$ cat src/rtl/gen2_inv_ctrl.sv
// Gen2 tag inventory/access state controller: consumes decoded command strobes, tracks tag state,
// slot counter, RN16 and handle, and requests replies from the backscatter encoder.
module gen2_inv_ctrl #(
  parameter int unsigned T2_CYCLES = 200,
  parameter int unsigned SLOT_W    = 15
) (
  input  logic              clk,
  input  logic              rst_n,
  input  logic              i_cmdok_dec,
  input  logic              i_crc_ok,
  input  logic              i_query,
  input  logic              i_queryrep,
  input  logic              i_queryadjust,
  input  logic              i_ack,
  input  logic              i_nak,
  input  logic              i_reqrn,
  input  logic              i_select,
  input  logic [3:0]        i_q_dec,
  input  logic [1:0]        i_session_dec,
  input  logic [1:0]        i_session2_dec,
  input  logic [15:0]       i_handle_dec,
  input  logic              i_sel_match,
  input  logic              i_pw_zero,
  input  logic              i_access_ok,
  input  logic [15:0]       i_rn16,
  input  logic              i_tx_done,
  output logic [2:0]        o_state,
  output logic [SLOT_W-1:0] o_slot,
  output logic [15:0]       o_rn16,
  output logic [15:0]       o_handle,
  output logic [1:0]        o_session,
  output logic              o_tx_req,
  output logic [1:0]        o_tx_type,
  output logic              o_rn_next,
  output logic              o_clear_dec,
  output logic              o_busy
);

  typedef enum logic [2:0] {
    StReady        = 3'd0,
    StArbitrate    = 3'd1,
    StReply        = 3'd2,
    StAcknowledged = 3'd3,
    StOpen         = 3'd4,
    StSecured      = 3'd5
  } state_e;

  localparam logic [1:0] TxRn16   = 2'd0;
  localparam logic [1:0] TxEpc    = 2'd1;
  localparam logic [1:0] TxHandle = 2'd2;

  localparam int unsigned CntW = (T2_CYCLES > 1) ? $clog2(T2_CYCLES) : 1;
  localparam logic [CntW-1:0] T2Last = CntW'(T2_CYCLES - 1);

  state_e            state_q, state_d;
  logic [SLOT_W-1:0] slot_q, slot_d;
  logic [15:0]       rn16_q, rn16_d;
  logic [15:0]       handle_q, handle_d;
  logic [1:0]        session_q, session_d;
  logic              tx_req_q, tx_req_d;
  logic [1:0]        tx_type_q, tx_type_d;
  logic              rn_next_q, rn_next_d;
  logic              clear_q, clear_d;
  logic              busy_q, busy_d;
  logic [CntW-1:0]   t2_cnt_q, t2_cnt_d;

  logic              accept, proc, do_draw, t2_run, t2_hit;
  logic [SLOT_W-1:0] slot_mask, slot_draw;

  assign accept = i_cmdok_dec && !busy_q;
  assign proc   = accept && i_crc_ok;

  // Low Q bits of the RNG; shifting past SLOT_W leaves an all-ones mask.
  assign slot_mask = ~({SLOT_W{1'b1}} << i_q_dec);
  assign slot_draw = SLOT_W'(i_rn16) & slot_mask;

  assign t2_run = ((state_q == StReply) || (state_q == StAcknowledged)) && !busy_q;
  assign t2_hit = t2_run && (t2_cnt_q == T2Last);

  always_comb begin
    state_d   = state_q;
    slot_d    = slot_q;
    rn16_d    = rn16_q;
    handle_d  = handle_q;
    session_d = session_q;
    tx_req_d  = 1'b0;
    tx_type_d = TxRn16;
    rn_next_d = 1'b0;
    clear_d   = accept;
    do_draw   = 1'b0;

    if (proc) begin
      if (i_query) begin
        if (!i_sel_match) begin
          state_d = StReady;
        end else begin
          session_d = i_session_dec;
          do_draw   = 1'b1;
        end
      end else if (i_queryrep) begin
        if (i_session2_dec == session_q) begin
          case (state_q)
            StArbitrate: begin
              slot_d = slot_q - SLOT_W'(1);
              if (slot_q == SLOT_W'(1)) begin
                state_d   = StReply;
                rn16_d    = i_rn16;
                rn_next_d = 1'b1;
                tx_req_d  = 1'b1;
                tx_type_d = TxRn16;
              end
            end
            StReply, StAcknowledged, StOpen, StSecured: state_d = StArbitrate;
            default: ;
          endcase
        end
      end else if (i_queryadjust) begin
        if (i_session2_dec == session_q) begin
          case (state_q)
            StArbitrate, StReply:               do_draw = 1'b1;
            StAcknowledged, StOpen, StSecured:  state_d = StArbitrate;
            default: ;
          endcase
        end
      end else if (i_ack) begin
        case (state_q)
          StReply, StAcknowledged: begin
            if (i_handle_dec == rn16_q) begin
              tx_req_d  = 1'b1;
              tx_type_d = TxEpc;
              state_d   = StAcknowledged;
            end else begin
              state_d = StArbitrate;
            end
          end
          StOpen, StSecured: begin
            if (i_handle_dec == handle_q) begin
              tx_req_d  = 1'b1;
              tx_type_d = TxEpc;
            end else begin
              state_d = StArbitrate;
            end
          end
          default: ;
        endcase
      end else if (i_reqrn) begin
        case (state_q)
          StAcknowledged: begin
            if (i_handle_dec == rn16_q) begin
              handle_d  = i_rn16;
              rn_next_d = 1'b1;
              tx_req_d  = 1'b1;
              tx_type_d = TxHandle;
              state_d   = i_pw_zero ? StSecured : StOpen;
            end
          end
          StOpen, StSecured: begin
            if (i_handle_dec == handle_q) begin
              rn16_d    = i_rn16;
              rn_next_d = 1'b1;
              tx_req_d  = 1'b1;
              tx_type_d = TxRn16;
            end
          end
          default: ;
        endcase
      end else if (i_nak) begin
        if (state_q != StReady) state_d = StArbitrate;
      end else if (i_select) begin
        state_d = StReady;
      end
    end else if (i_access_ok && (state_q == StOpen)) begin
      state_d = StSecured;
    end else if (t2_hit && !accept) begin
      state_d = StArbitrate;
    end

    if (do_draw) begin
      slot_d    = slot_draw;
      rn_next_d = 1'b1;
      if (slot_draw == '0) begin
        state_d   = StReply;
        rn16_d    = i_rn16;
        tx_req_d  = 1'b1;
        tx_type_d = TxRn16;
      end else begin
        state_d = StArbitrate;
      end
    end

    // A new request beats a simultaneous completion of the previous one.
    if (tx_req_d)       busy_d = 1'b1;
    else if (i_tx_done) busy_d = 1'b0;
    else                busy_d = busy_q;

    if ((state_d != state_q) || accept || i_tx_done) t2_cnt_d = '0;
    else if (t2_run)                                  t2_cnt_d = t2_cnt_q + CntW'(1);
    else                                              t2_cnt_d = t2_cnt_q;
  end

  always_ff @(posedge clk or negedge rst_n) begin
    if (!rst_n) begin
      state_q   <= StReady;
      slot_q    <= '0;
      rn16_q    <= '0;
      handle_q  <= '0;
      session_q <= '0;
      tx_req_q  <= 1'b0;
      tx_type_q <= TxRn16;
      rn_next_q <= 1'b0;
      clear_q   <= 1'b0;
      busy_q    <= 1'b0;
      t2_cnt_q  <= '0;
    end else begin
      state_q   <= state_d;
      slot_q    <= slot_d;
      rn16_q    <= rn16_d;
      handle_q  <= handle_d;
      session_q <= session_d;
      tx_req_q  <= tx_req_d;
      tx_type_q <= tx_type_d;
      rn_next_q <= rn_next_d;
      clear_q   <= clear_d;
      busy_q    <= busy_d;
      t2_cnt_q  <= t2_cnt_d;
    end
  end

  assign o_state     = state_q;
  assign o_slot      = slot_q;
  assign o_rn16      = rn16_q;
  assign o_handle    = handle_q;
  assign o_session   = session_q;
  assign o_tx_req    = tx_req_q;
  assign o_tx_type   = tx_type_q;
  assign o_rn_next   = rn_next_q;
  assign o_clear_dec = clear_q;
  assign o_busy      = busy_q;

endmodule

$ cat config.mk
export PLATFORM = sky130hd
export DESIGN_NAME = gen2_inv_ctrl
export DESIGN_NICKNAME = d
export VERILOG_FILES = /design/src/rtl/gen2_inv_ctrl.sv
export SDC_FILE = /design/constraint.sdc
export NUM_CORES = 1
export LEC_CHECK = 0
export CAP_MARGIN = 20
export CORE_MARGIN = 2
export CORE_UTILIZATION = 48
export DETAILED_ROUTE_END_ITERATION = 16
export PLACE_DENSITY = 0.8
export SYNTH_ARGS = -nofsm -noshare
export SYNTH_HDL_FRONTEND = slang
export SYNTH_SLANG_ARGS = --single-unit
export TNS_END_PERCENT = 1
$ cat constraint.sdc
create_clock -name clk -period 2.9 [get_ports clk]
set_input_delay 0.58 -clock clk [delete_from_list [all_inputs] [get_ports clk]]
set_output_delay 0.58 -clock clk [all_outputs]
set_load 0.01 [all_outputs]
# --- Yosys cells after proc, flatten, opt, wreduce, memory -nomap -nowiden ---
# Cells that the tools add are included.
op_classes:
  n_addsub: 2
  eq_ne: 12
  n_shift: 1
  n_mux: 89
  bitwise_logic: 6
  n_reduce_logical: 27
ops:
  columns: ["operator", "n"]
  rows:
  - ["$mux W16", 13]
  - ["$mux W15", 6]
  - ["$mux W3", 20]
  - ["$eq A16 B16 Y1", 2]
  - ["$mux W1", 31]
  - ["$mux W2", 12]
  - ["$mux W8", 2]
  - ["$and A15 B15 Y15", 1]
  - ["$eq A15 B1 Y1 const B", 1]
  - ["$logic_not A15 Y1", 1]
  - ["$not A15 Y15", 1]
  - ["$shl A15 B4 Y15 const A", 1]
  - ["$sub A15 B1 Y15 const B", 1]
  - ["$pmux W3 S2", 2]
  - ["$reduce_bool A2 Y1", 6]
  - ["$add A8 B1 Y8 const B", 1]
  - ["$eq A8 B8 Y1 const B", 1]
  - ["$reduce_and A8 Y1", 1]
  - ["$eq A3 B2 Y1 const B", 2]
  - ["$eq A3 B3 Y1 const B", 2]
  - ["$logic_and A1 B1 Y1", 6]
  - ["$pmux W1 S2", 3]
  - ["$reduce_or A2 Y1", 3]
  - ["$reduce_and A5 Y1", 1]
  - ["other kinds (11)", 17]
totals:
  regBits: 66
  in_bits: 55
  output_inout_bits: 58

# --- Depth between registers and ports, before layout ---
# Gate-level depths: netlist of the first run.
logic_depth:
  ltp_word: 14
  depth_mapped: 9
  mapped_depth_nobuf: 8

# --- Worst setup path before layout of the first run ---
# No wires, ideal clock.
synth_timing:
  path_type: "input-to-reg"
  startpoint: "in i_query"
  endpoint: "reg rn16_q[10] (netlist: o_rn16[10])"
  setup_ps: 127
  arrival_ps: 2552
  required_time_ps: 2773
  path_slack_ps: 221
  cell_stages: 8
  n_path_buf: 2
  cell_sequence: "clkbuf_1 -> or3_1 -> o41ai_2 -> nand3_1 -> nor4_4 -> o21bai_4 -> buf_6 -> mux2_1"
synth_via:
  elab_chain_len: 4
synth_rtl:
  columns: ["element", "line_no", "text"]
  rows:
  - ["start, declared", "11", "input logic i_query,"]
  - ["$mux W16", "93", "if (i_query) begin"]
  - ["$mux W16", "92", "if (proc) begin"]
  - ["$mux W16", "181", "if (slot_draw == '0) begin"]
  - ["$mux W16 *", "178", "if (do_draw) begin"]
  - ["named net rn16_d[10]", "57", "logic [15:0] rn16_q, rn16_d;"]
  - ["end signal, assigned", "217", "rn16_q <= rn16_d;"]
  - ["end, declared", "57", null]
# The timed path passes the listed nets; every way through them passes the cells marked *.
# A chain may end at the register's enable or synchronous reset.

# --- Worst setup path after layout of the first run ---
layout_timing:
  startpoint: "in i_rn16[1]"
  endpoint: "reg rn16_q[5] (netlist: o_rn16[5])"
layout_via:
  elab_chain_len: 4
layout_rtl:
  columns: ["element", "line_no", "text"]
  rows:
  - ["start, declared", "25", "input logic [15:0] i_rn16,"]
  - ["$and A15 B15 Y15", "75", "assign slot_draw = SLOT_W'(i_rn16) & slot_mask;"]
  - ["$logic_not A15 Y1", "181", null]
  - ["$mux W16", "181", null]
  - ["$mux W16", "178", null]
  - ["named net rn16_d[5]", "57", null]
# The timed path passes the listed nets, and every way through them passes these cells.

==> impl.org, run 1 <==
** Status
- The run finished with clean final reports.

** STA
- Subtracting the final worst setup slack from the clock period gives 2.80 ns.
- Highest Clock Rate :: 357 MHz
- The number of pins with negative max-slew slack in the final report was 0.
- Hold Worst Slack :: ~0.41 ns
- The worst pin sits at a relative slew slack of 43.2%.
- Setup violations remaining at the end of the flow were counted as 0.
- At the pin with the least slew margin, the transition time is 0.852 ns.
- Setup repair after global routing missed its margin :: false
- Worst Clk Skew :: 0.0119 ns
- Number of endpoints with negative hold slack in the final report :: 0
- Of the available clock period, the critical path in the final layout requires 96.5%.

** Clock tree
- The H-tree was split into 3 levels.
- CTS clock-pin slew for the worst setup and hold paths :: 0.08 ns
- Post-CTS Setup Repair Bufs :: 0
- Number of buffers created by CTS :: 9
- Clk sinks :: 66
- The later pin in the worst-skew pair is clocked with a latency of 0.34 ns.
- TritonCTS built the clock tree.
- Clock root buffer :: clkbuf_8
- Counting along the longest clock path gives a buffer depth of 2.
- Hold buffer count at cts :: 0

** Routing
- DRC marker count from the first detailed-route iteration :: 244
- After detailed routing, the number of remaining DRC violations is 0.
- The first detailed-routing pass took 5 iterations.
- Wires add up to 11,700 um.
- The routed layout has 3,678 vias.
- Routed length per placed instance :: 17.7 um
- In the routed layout, each cell is associated on average with a via count of roughly 5.6.
- Detail Route Antenna Nets :: 0

** Global route
- Global routing used between 20% and 30% of the available tracks.
- Largest net degree at the start of global routing :: 67
- The via count of the first global-routing pass is 3,649.
- Grt ovf :: 0
- The number of antenna violations at the first check in global routing came to 0.
- First-pass GRT wire length :: 18,300 um

** Die
- From bottom edge to top edge, the die measures 94.8 um.
- The die is 94.8 um wide.
- Core ar. :: 8090 um^2
- Site Rows :: 33
- In this run the count of I/O pins placed on the die edge is 113.
- Initial Utilization :: 48.9%
- The floorplan step defined a die boundary enclosing roughly 9000 um^2.

** Cells and area
- The top cell types in the final layout, fill and taps aside, are clkdlybuf4s50_1, dfrtp_1, buf_4.
- 0 antenna diodes ended up in the layout.
- Share of cells above drive strength 1 :: 20.3%
- Summing all non-filler instances in the final layout gives an area of 5840 um^2.
- Layout overhead on the synthesized area :: 47.8%
- Number of nets in the finished design :: 606
- The library cell used most frequently in the layout, excluding fill and tap cells, is clkdlybuf4s50_1.

** Setup path
- Counting cells, the worst reg-to-reg path comes to 7.
- The critical path runs through a total of 9 cells.
- Family with the most delay on the worst path :: compound AO/OA/AOI/OAI gates
- STA classifies the critical path endpoint as a register.
- The largest single stage delay on the critical path is between 0.4 and 0.5 ns.
- Chain of cells forming the critical path :: clkdlybuf4s50_1 -> or3_4 -> a2111oi_4 -> o21ai_1 -> o21a_1 -> nor4_4 -> o21bai_4 -> clkbuf_16 -> mux2_1
- Classification of the worst setup path :: in -> reg
- Count of buffering cells on the critical path with inverters included :: 2
- Critical path launch point type :: primary input
- On the critical path, the stage with the largest delay is an instance of clkdlybuf4s50_1.
- Max FO, Critical Path :: 8
- In this run the critical register-to-register path is launched from o_slot[7]$_DFFE_PN0P_.
- Critical Path Start :: i_rn16[1]
- For the worst setup path, the data required time is 3.12 ns.
- For the worst setup path, the data arrival time is 3.02 ns.

** Power
- Internal power of the cells :: 2.17 mW
- In this run the power spent charging and discharging nets is 926 uW.
- In this run the power density over the cells is 530 nW/um^2.
- Max VDD drop :: around 0.26 mV
- Comb power frac :: between 30% and 40%
- The clock network burns 30.0% of the power.
- Registers are responsible for between 30% and 40% of the overall power.
- Standby leakage power :: between 2 and 2.5 nW
- Switching Share :: 29.9%

** Placement
- During placement, the flow inserted port buffers numbering about 110.
- The congestion estimate from routability-driven global placement came to between 0.8 and 0.9.
- The HPWL after detailed placement is 8650 um.
- Instance area at placement :: 5550 um^2

** Worst hold path
- The worst hold path belongs to the class in -> async.

** Run
- Max-cap violations in this run came to 0.

** Synth
- Part of the Yosys area used for sequential elements :: 41.8%
- Synthesis produced a netlist with a net count of 449.
- Counting distinct cell types in the post-synthesis netlist gives 59.
- Proportion of register bits with asynchronous set or reset after synthesis :: 100%
- The synthesized netlist occupies a cell area of 3960 um^2.
- Counting every instance in the synthesized netlist gives 391.
- The synthesized design contains 66 register bits.
- The average instance in the mapped netlist occupies ~10 um^2.
- Number of synthesis warnings :: 0
- Most common flop cell mapped by yosys :: dfrtp_1
- Yosys mapped a number of flops with a built-in enable equal to 0.
-- stage by stage --
step           power [mW]  util, %  TNS [ns]  setup slack, ns  instances
2_1_floorplan        1.61        -         0            0.221        391
5_1_grt              3.24     72.2         0           0.0117        658
3_5_place_dp         2.17     68.5     -8.17           -0.367        641
4_1_cts              3.10     71.5         0           0.0322        657
3_3_place_gp         2.14     68.5     -6.13           -0.273        641
6_report             3.10     72.2         0            0.100        658
-- cell type report --
class                   count  area (um^2)
clock inverters             6          105
inverters                  10         37.5
repair buffers            165         1570
multi-input cells         296         2220
clock buffers              10          128
fillers                   610         2250
flip-flops and latches     66         1650
well taps                 105          131
-- worst register-to-register path: stages, from the launching register on --
cell       delay (ns)
dfrtp_1          0.45
or4_4            0.58
nor3_2           0.20
nand4bb_1        0.23
a211o_1          0.36
o21bai_4         0.22
clkbuf_16        0.19
mux2_1           0.33
-- cells by family (layout without fill, tap and decap cells) --
group | after synthesis | after routing | share of synthesized area, %
XOR/XNOR | 56 | 56 | 12.4
adder cells (fa/ha/maj) | 3 | 3 | 0.949
flip-flops | 66 | 66 | 41.8
AO/OA/AOI/OAI | 86 | 86 | 14.5
buffers and inverters | 29 | 191 | 3.07
AND/OR/NAND/NOR | 114 | 114 | 16.9
multiplexers | 37 | 37 | 10.5
-- power by group through the flow --
| stage | sequential (mW) | combinational [mW] | clock (mW) |
|---|---|---|---|
| after floorplan | 1.25 | 0.355 | 0 |
| after global placement | 1.22 | 0.922 | 0 |
| after detailed placement | 1.22 | 0.945 | 0 |
| after CTS | 1.21 | 0.954 | 0.937 |
| after global routing | 1.23 | 1.03 | 0.981 |
| final | 1.21 | 0.959 | 0.928 |
-- final timing paths --
check,endpoint,slack [ns]
worst max-delay path,o_rn16[5]$_DFF_PN0_,0.10
worst min-delay path,t2_cnt_q[2]$_DFFE_PN0P_,0.41
worst max register to register,o_rn16[5]$_DFF_PN0_,0.23
worst min register to register,o_rn16[8]$_DFF_PN0_,0.54
max in group asynchronous,o_session[0]$_DFFE_PN0P_,1.91
min in group clk,o_rn16[8]$_DFF_PN0_,0.54
-- sequential cells by signal (all words and copies together) (netlist names), 2 cells and up --
register   cells
o_tx_type      2
o_state        3
o_session      2
o_slot        15
t2_cnt_q       8
o_rn16        16
o_handle      16
-- cell usage after synthesis, types with 5 or more instances --
master | count | share of area, %
dfrtp_1 | 66 | 42
xnor2_1 | 42 | 9.3
a21oi_1 | 29 | 3.7
mux2_2 | 25 | 7.1
nand2_1 | 21 | 2.0
nor2_1 | 19 | 1.8
clkbuf_1 | 16 | 1.5
xor2_1 | 14 | 3.1
o21ai_0 | 11 | 1.4
inv_1 | 10 | 0.95
mux2_1 | 10 | 2.8
nand4_1 | 10 | 1.6
nor3_1 | 9 | 1.1
nand3_1 | 8 | 1.0
nor2b_1 | 6 | 0.95
nor4_1 | 6 | 0.95
a21o_1 | 5 | 0.95
a31oi_1 | 5 | 0.79
and3_1 | 5 | 0.79
o211ai_1 | 5 | 0.95
or3_1 | 5 | 0.79
-- timing repair --
action	in CTS	in global routing
endpoints found under the setup margin	9	19
gates resized for setup	2	4
cloned	0	1
pin swaps	0	4
-- layer usage --
layer / part of all wire [%] / track usage [%] / wire length [um] / vias to the layer above
met4: 2.0 / 8.94 / 233 / 0
met2: 47 / 41.9 / 5480 / 156
met1: 44 / 36.7 / 5140 / 1773
li1: - / - / - / 1725
met3: 6.9 / 5.03 / 803 / 24
met5: 0 / 0 / 0 / -
Note: power is estimated with default switching activity, not from simulation.
==> inputs of run 2 (changes only) <==
--- a/config.mk
+++ b/config.mk
@@ -6,6 +6,7 @@
 export NUM_CORES = 1
 export LEC_CHECK = 0
 export CAP_MARGIN = 20
+export CORE_ASPECT_RATIO = 0.9
 export CORE_MARGIN = 2
 export CORE_UTILIZATION = 48
 export DETAILED_ROUTE_END_ITERATION = 16
==> run 2 against run 1 <==
Against the previous run:
- sequential share of layout area grew 0.47 points
- final cell count shrank 0.91%
- count of clock-buffer cells in the layout is the same
- critical path depth is the same
- design area shrank 1.6%
- clock skew shrank 0.0051 ns
- die area is essentially flat
- via count grew 0.95%
- first-iteration DRC count shrank 16%
- largest power group unchanged
- sequential cell count is the same
- highest routed layer unchanged
==> impl.org, run 2 (synthesized netlist as in run 1, its figures left out) <==
** Clock tree
- The H-tree generated during clock tree synthesis spans 3 levels.
- Clk sinks :: between 60 and 70
- Clock Latency Late Sink :: between 0.3 and 0.4 ns
- Post-cts gate resize count :: 0
- Buffers added to address setup during post-CTS repair amount to 0.
- Clock-pin slew was measured on the worst setup and hold paths at 0.08 ns.
- Hold repair after CTS inserted 0 buffers.
- Number of buffers created by CTS :: 9
- Clock tree from TritonCTS :: done
- The clock passes through at most 2 buffers.
- Clock root buffer :: clkbuf_8

** Cells and area
- Top library cells by usage in the layout, fill and taps aside :: clkdlybuf4s50_1, dfrtp_1, buf_4
- Most common library cell in the layout ignoring fill and taps :: clkdlybuf4s50_1
- Total area of multi-input combinational cells :: 2190 um^2
- The filler cells instantiated in the layout total 605.
- Compared with the post-synthesis result, the final layout area differs by 45.4%.
- Share of cells above drive strength 1 :: about a fifth
- Post-layout instance area :: 5750 um^2
- Final cell count without fillers :: 652
- Final design utilization :: 71.6%
- Footprint of the flip-flops and latches :: approximately 1700 um^2
- Number of nets in the finished design :: between 600 and 700
- The number of antenna diodes in the final layout is 0.

** Setup path
- Of all nets on the critical path, the largest fanout is 16.
- Critical path launch point type :: primary input
- Measured in cells, the most critical reg-to-reg path has a length of 7.
- Chain of cells forming the critical path :: clkdlybuf4s50_1 -> or3_4 -> a2111oi_2 -> o21ai_1 -> o21a_1 -> nor4_4 -> o21bai_4 -> buf_12 -> mux2_2
- At the worst endpoint, the required time is ~3.1 ns.
- Across all register-to-register paths, the minimum setup slack is 0.28 ns.
- Critical Path Sink Type :: register
- CP Data Arrival Time :: ~3 ns
- The largest single stage delay on the critical path is around 0.49 ns.
- The setup path with the least slack is of type in -> reg.
- Critical-path cell with the highest stage delay :: clkdlybuf4s50_1
- The endpoint identified for the worst register-to-register timing path is o_rn16[4]$_DFF_PN0_.
- Worst reg2reg path startpoint :: o_slot[7]$_DFFE_PN0P_

** STA
- Final max-slew violation count :: 0
- The final hold violation count is 0.
- Worst Clk Skew :: 0.00683 ns
- Slew of the pin with the lowest slew margin :: between 0.6 and 0.7 ns
- The clock period could shrink to 2.87 ns.
- After layout, the worst path uses between 90% and 100% of the clock period.
- Timing would allow up to 349 MHz.
- Count of endpoints failing setup in the final report :: 0
- Summed over all failing endpoints, the final setup total negative slack is 0 ns.
- Headroom to the max-slew limit came out at 54.8%.

** Worst hold path
- The path class of the tightest hold or removal check is in -> async.

** Routing
- After the first detailed-routing iteration, the DRC count stood at 204.
- Once detail routing completed, the nets flagged for antenna violations numbered 0.
- After detailed routing, the number of vias per cell comes to approximately 5.7.
- Before antenna repair, the detailed router went through 5 iterations.
- DRC violation count after routing :: 0
- Summed over all layers, the routed wires come to between 10,000 and 15,000 um.
- In the final routed layout, each cell accounts on average for 17.9 um.
- Total via count after detailed routing :: 3,713

** Placement
- GP Congestion :: 0.909
- Post-detailed-placement half-perimeter wirelength :: approximately 8900 um
- After detailed placement, the design holds a cell count of 636.
- Once placement finished, the instance area stood at between 5000 and 6000 um^2.
- Port buffering added between 100 and 150 buffers.

** Die
- Core ar. :: 8030 um^2
- Width of the chip :: around 100 um
- Once the floorplan was initialized, standard cells occupied about half of the core.
- Area of the die :: approximately 9000 um^2
- Site Rows :: 31
- Measured along the y axis, the die boundary spans roughly 90 um.
- I/O Pins :: 113

** Power
- Total power density per cell area :: ~500 nW/um^2
- Max VDD drop :: 0.312 mV
- The analysis attributes to cell leakage a power of 2.37 nW.

** Global route
- The number of antenna violations at the first check in global routing is 0.
- Grt peak-use layer :: met2
- For this run, global-route usage on met2 was measured as 40.9%.
- Via count of the first global-routing pass :: 3,755
- Global routing finished with a remaining overflow of 0.
- First-pass GRT wire length :: approximately 19,000 um
- For met1 alone, demand over resource in global routing was 36.7%.
- Total global-route track usage :: 26.2%
- Global routing used 6.61% of the available met3 tracks.
- Entering global routing, the biggest net connects 30 pins.

** Run
- Max-Cap Viols :: 0

** Status
- The flow ran to the end, and the final reports show no timing, DRC or antenna violations.
## run 2: changes by cell type in the layout (fill, tap and decap cells not counted), moves of 2 or more
cell and delta:
bufinv_16 -2, buf_4 +2, clkinvlp_4 +3, clkinv_2 -2
## run 2: worst max path at each step
stage,endpoint,from,slack (ns),depth (start not counted)
floorplan,o_rn16[10]$_DFF_PN0_,i_query,0.22,8
global placement,o_rn16[15]$_DFF_PN0_,i_rn16[1],-0.27,9
detailed placement,o_rn16[1]$_DFF_PN0_,i_rn16[1],-0.32,9
CTS,o_rn16[8]$_DFF_PN0_,i_rn16[1],0.03,9
global route,o_rn16[8]$_DFF_PN0_,i_rn16[1],-0.03,9
finish,o_rn16[4]$_DFF_PN0_,i_rn16[1],0.03,9
## run 2: cell type report
cell class	instances	area share, %
clock inverter	6	1.15
timing repair buffer	165	26.8
inverter	10	0.653
clock buffer	10	2.39
sequential	66	28.7
multi-input combinational	296	38.2
tap	99	2.15
## run 2: critical path, delay by kind of cell
family / cells / cell delay (ns)
AOI/OAI and AO/OA: 4 / 0.83
buffers and inverters: 2 / 0.66
muxes: 1 / 0.35
and+or+nand+nor: 2 / 0.66
## run 2: routing by layer
| metal | vias to the layer above | part of all wire [%] |
|---|---|---|
| li1 | 1735 | - |
| met1 | 1800 | 44 |
| met2 | 162 | 47 |
| met3 | 16 | 7.0 |
| met4 | 0 | 1.3 |
| met5 | - | 0 |
## run 2: power by group
part | switching, mW | internal (mW) | total, mW
Clock | 0.378 | 0.420 | 0.798
Sequential | 0.161 | 1.05 | 1.21
Combinational | 0.400 | 0.548 | 0.948
## run 2: per-stage QoR
stage	hold WS (ns)	total power, mW	worst slack (ns)
floorplan	0.284	1.61	0.221
global placement	0.533	2.13	-0.270
detailed placement	0.543	2.16	-0.317
CTS	0.251	2.96	0.0308
global route	0.276	3.10	-0.0348
finish	0.247	2.96	0.0337
